<file path="src/rtl/decoder2_4_stream.sv">
// decoder2_4_stream: skid-buffered 2-to-4 one-hot decoder with saturating per-line hit counters (optional DEC_PARITY_EN).
module decoder2_4_stream #(
  parameter int CNT_W = 8
) (
  input  logic             clk,
  input  logic             rst_n,
  input  logic             in_valid,
  output logic             in_ready,
  input  logic             a,
  input  logic             b,
  input  logic             en,
`ifdef DEC_PARITY_EN
  input  logic             p,
  output logic             err,
`endif
  output logic             out_valid,
  input  logic             out_ready,
  output logic             d0,
  output logic             d1,
  output logic             d2,
  output logic             d3,
  input  logic [1:0]       cnt_sel,
  output logic [CNT_W-1:0] cnt_out,
  input  logic             cnt_clr
);
  logic             r_in_ready;
  logic             r_out_valid;
  logic             r_skid_valid;
  logic [3:0]       r_out_d;
  logic [3:0]       r_skid_d;
  logic [CNT_W-1:0] r_cnt [4];
  logic             w_in_xfer;
  logic             w_out_xfer;
  logic             w_tok_ok;
  logic             w_load_out;
  logic [3:0]       w_new_d;
  logic             w_nxt_out_valid;
  logic [3:0]       w_nxt_out_d;
  logic             w_nxt_skid_valid;
  logic [3:0]       w_nxt_skid_d;

  always_comb begin
    w_in_xfer        = in_valid & r_in_ready;
    w_out_xfer       = r_out_valid & out_ready;
`ifdef DEC_PARITY_EN
    w_tok_ok         = en & ~(a ^ b ^ en ^ p);
`else
    w_tok_ok         = en;
`endif
    w_new_d          = w_tok_ok ? 4'b0001 << {a, b} : 4'b0000;
    // head register is free when empty or being drained; skid always feeds it first
    w_load_out       = ~r_out_valid | w_out_xfer;
    w_nxt_out_valid  = w_load_out ? (r_skid_valid | w_in_xfer) : 1'b1;
    w_nxt_out_d      = ~w_load_out ? r_out_d : r_skid_valid ? r_skid_d : w_in_xfer ? w_new_d : 4'b0000;
    w_nxt_skid_valid = w_load_out ? 1'b0 : (r_skid_valid | w_in_xfer);
    w_nxt_skid_d     = (~w_load_out & ~r_skid_valid & w_in_xfer) ? w_new_d : r_skid_d;
  end

  always_ff @(posedge clk) begin
    if (!rst_n) begin
      r_in_ready   <= 1'b0;
      r_out_valid  <= 1'b0;
      r_skid_valid <= 1'b0;
      r_out_d      <= 4'b0000;
      r_skid_d     <= 4'b0000;
    end else begin
      r_in_ready   <= ~(w_nxt_out_valid & w_nxt_skid_valid);
      r_out_valid  <= w_nxt_out_valid;
      r_skid_valid <= w_nxt_skid_valid;
      r_out_d      <= w_nxt_out_d;
      r_skid_d     <= w_nxt_skid_d;
    end
  end

  always_ff @(posedge clk) begin
    for (int i = 0; i < 4; i++) begin
      if (!rst_n || cnt_clr)
        r_cnt[i] <= '0;
      else if (w_out_xfer && r_out_d[i] && r_cnt[i] != {CNT_W{1'b1}})
        r_cnt[i] <= r_cnt[i] + 1'b1;
    end
  end

`ifdef DEC_PARITY_EN
  logic r_err;

  always_ff @(posedge clk) begin
    if (!rst_n || cnt_clr)
      r_err <= 1'b0;
    else if (w_in_xfer && (a ^ b ^ en ^ p))
      r_err <= 1'b1;
  end

  assign err = r_err;
`endif

  assign in_ready         = r_in_ready;
  assign out_valid        = r_out_valid;
  assign {d3, d2, d1, d0} = r_out_d;
  assign cnt_out          = r_cnt[cnt_sel];
endmodule
</file>
<file path="config.mk">
export PLATFORM = sky130hd
export DESIGN_NAME = decoder2_4_stream
export DESIGN_NICKNAME = d
export VERILOG_FILES = /design/src/rtl/decoder2_4_stream.sv
export SDC_FILE = /design/constraint.sdc
export NUM_CORES = 1
export LEC_CHECK = 0
export ABC_CLOCK_PERIOD_IN_PS = 2100
export BUFFER_PORTS_ARGS = -buffer_cell sky130_fd_sc_hd__buf_2
export CORE_MARGIN = 3
export CORE_UTILIZATION = 35
export DETAILED_ROUTE_END_ITERATION = 8
export PLACE_DENSITY_LB_ADDON = 0.3
export RECOVER_POWER = 25
export SYNTH_ARGS = -nofsm -noshare
export SYNTH_HDL_FRONTEND = slang
export SYNTH_SLANG_ARGS = --single-unit
</file>
<file path="constraint.sdc">
create_clock -name clk -period 2.1 [get_ports clk]
set_clock_uncertainty 0.05 [all_clocks]
set_input_delay 0.21 -clock clk [delete_from_list [all_inputs] [get_ports clk]]
set_output_delay 0.21 -clock clk [all_outputs]
set_load 0.01 [all_outputs]
</file>
==> out/results.ini <==
[global_route]
use_met3=0.02886
grt_pass1_vias=1759
track_usage=0.1484
antenna_found_initial=0
met1_usage=0.2058
grt_overflow=0
grt_pass1_wl_mm=8.776
grt_util_met2=0.2345
grt-busiest-layer=met2
grt_max_degree=15

[power_and_ir_drop]
fin_total_pwr_mw=1.919
powerDensity_mw_per_mm2=678.5
leakage_nw=0.9780
peakVddDrop_v=0.0003660

[synth]
synth_top_area_share=0.4055
synth_async_sr_flop_share=0
synth_area_leaders=edfxtp_1 (41%), dfxtp_1 (9.3%), mux4_2 (6.7%)
ys.flop_type=edfxtp_1
synth_edf_count=32
syn_avg_cell_area_um2=11.18
ys_warn_count=0
syn_inst=212
yosysTopAreaCell=edfxtp_1
syn_nets=226
netlist_area_mm2=0.002370
synth_cell_type_count=36
synth-seq-cells=43
seq_area_frac_synth=0.4984

[placement]
dpl.hpwl_mm=4.125
gp_congestion=0.7960
dpl_cell_area_mm2=0.002705
dp_cells=327
io_buffers=23

[sta]
fin_crit_sh=0.9011
tightest_slew_ps=645.7
max_freq_mhz=528.5
period_needed_ps=1892
slew_viol_final=0
finalSetupViolCount=0
timing.slew.headroom=0.5667
rsz0062_at_grt=false
hold_ws_ps=160.5
fin_setup_tns_ps=0
hold_viol=0

[run_status]
status=finished clean

[critical_path]
cp-end-kind=flop
path_max_fanout=8
crit_type=reg2reg
rr_worst_depth=4
path_depth=4
cp_num_buf_inv=0
crit_path_top_delay_cell=o21ai_1
crit_arrival_ps=1770
path_cells=ha_1 -> nand4_1 -> o31ai_1 -> o21ai_1
slowest_delay_ps=530
startpoint_type=flop
path_delay_family=compound AO/OA/AOI/OAI gates
required_ps=1980

[die]
io_pins=24
chipWidth_um=88.29
rows=29
core_mm2=0.006459
start_util=0.3669
die_area_mm2=0.007794
die_height_um=88.29

[layout]
final_cell_mix=edfxtp_1 (32), nor2_1 (24), o21ai_0 (23)
layout_commonest_cell=edfxtp_1
drive_gt1_frac=0.2364
diodes=0
stdcell_area_mm2=0.002828
nets=271
syn2layout_area_growth_pct=19.32
instances_no_fill=335

[drt]
routed_wirelength_mm=5.340
drt_drc_violations_left=0
wl_per_cell_um=15.94
initialDrtViolationCount=102
ant_nets=0
drt-pass1-iter-count=5
vias=1835
via_per_inst=5.478

[clock_tree]
post_cts_buffers=0
cts_buffer_depth=2
cts_buffers=5
root_buffer=clkbuf_8
cts_hold_buf=0
cts_sinks=43
cts_tree=yes
ctsHtreeMaxLevel=2
post_cts_resized=1
clk_latency_ps=290
clk_pin_slew_worst_paths_ps=90

[hold_path]
holdCritPathClass=in2reg
hold_depth=3

[run]
cap_violations=0

## layer usage
metal | vias up | wire [µm]
met3 | 4 | 206
met1 | 881 | 2525
met2 | 36 | 2546
met4 | 0 | 61
li1 | 914 | -
met5 | - | 0
## state kept, by name, indices dropped and copies added, names as in the netlist
name	flops
out_valid	1
in_ready	1
r_skid_d	4
r_cnt	32
r_out_d	4
r_skid_valid	1
## final cells by class
class / count / area, µm²
fillers: 629 / 3631
flip-flops and latches: 43 / 1181
multi-input cells: 158 / 1144
repair buffers: 42 / 244.0
well taps: 77 / 96.34
clock buffers: 5 / 68.82
clock inverters: 3 / 67.56
inverters: 7 / 26.28
## stage by stage
stage	setup WS [ps]	util
after floorplan	95.41	-
after global placement	-10.55	0.4188
after detailed placement	-92.85	0.4188
after CTS	176.0	0.4399
after global routing	66.09	0.4378
final	207.8	0.4378
## worst reg2reg max path, stage by stage, from the launching register on
cell and delay (ps):
edfxtp_1 390, ha_1 240, nand4_1 210, o31ai_1 120, o21ai_1 530
## cells in the mapped netlist (all sizes together), types with 2 or more instances
| master | count |
|---|---|
| mux4 | 8 |
| nand2 | 12 |
| dfxtp | 11 |
| o21ai | 24 |
| or4 | 4 |
| nor2 | 24 |
| or3 | 10 |
| edfxtp | 32 |
| a221oi | 2 |
| and4b | 2 |
| a32oi | 2 |
| nand3 | 12 |
| xnor2 | 4 |
| nand4 | 6 |
| a21boi | 5 |
| nor2b | 4 |
| buf | 3 |
| a21oi | 15 |
| ha | 4 |
| inv | 7 |
| o311ai | 2 |
| o211ai | 2 |
| xor2 | 8 |
| o31ai | 4 |
## logic make-up (layout without fill, tap and decap cells)
logic type	count (synthesis)	count (layout)	synth area share
AND/OR/NAND/NOR	78	78	0.1822
AO/OA/AOI/OAI	56	56	0.1573
flip-flops	43	43	0.4984
XOR/XNOR	12	12	0.04435
buffers and inverters	11	57	0.01901
multiplexers	8	8	0.07762
adder cells (fa/ha/maj)	4	4	0.02112
## worst paths after layout
kind	slack, ps	to	start
worst max-delay path	210	r_cnt[2][4]	r_cnt[2][0]
worst min-delay path	160	r_skid_d[0]	en
worst max register to register	210	r_cnt[2][4]	r_cnt[2][0]
worst min register to register	430	r_skid_d[3]	r_skid_d[3]
## power by group
part	internal, mW	leakage [nW]	switching [mW]	total (mW)
clock network	0.475	0.0644	0.305	0.779
logic	0.0753	0.468	0.0868	0.162
registers	0.940	0.446	0.0366	0.977
No activity file was read; power rests on OpenSTA's default activity.
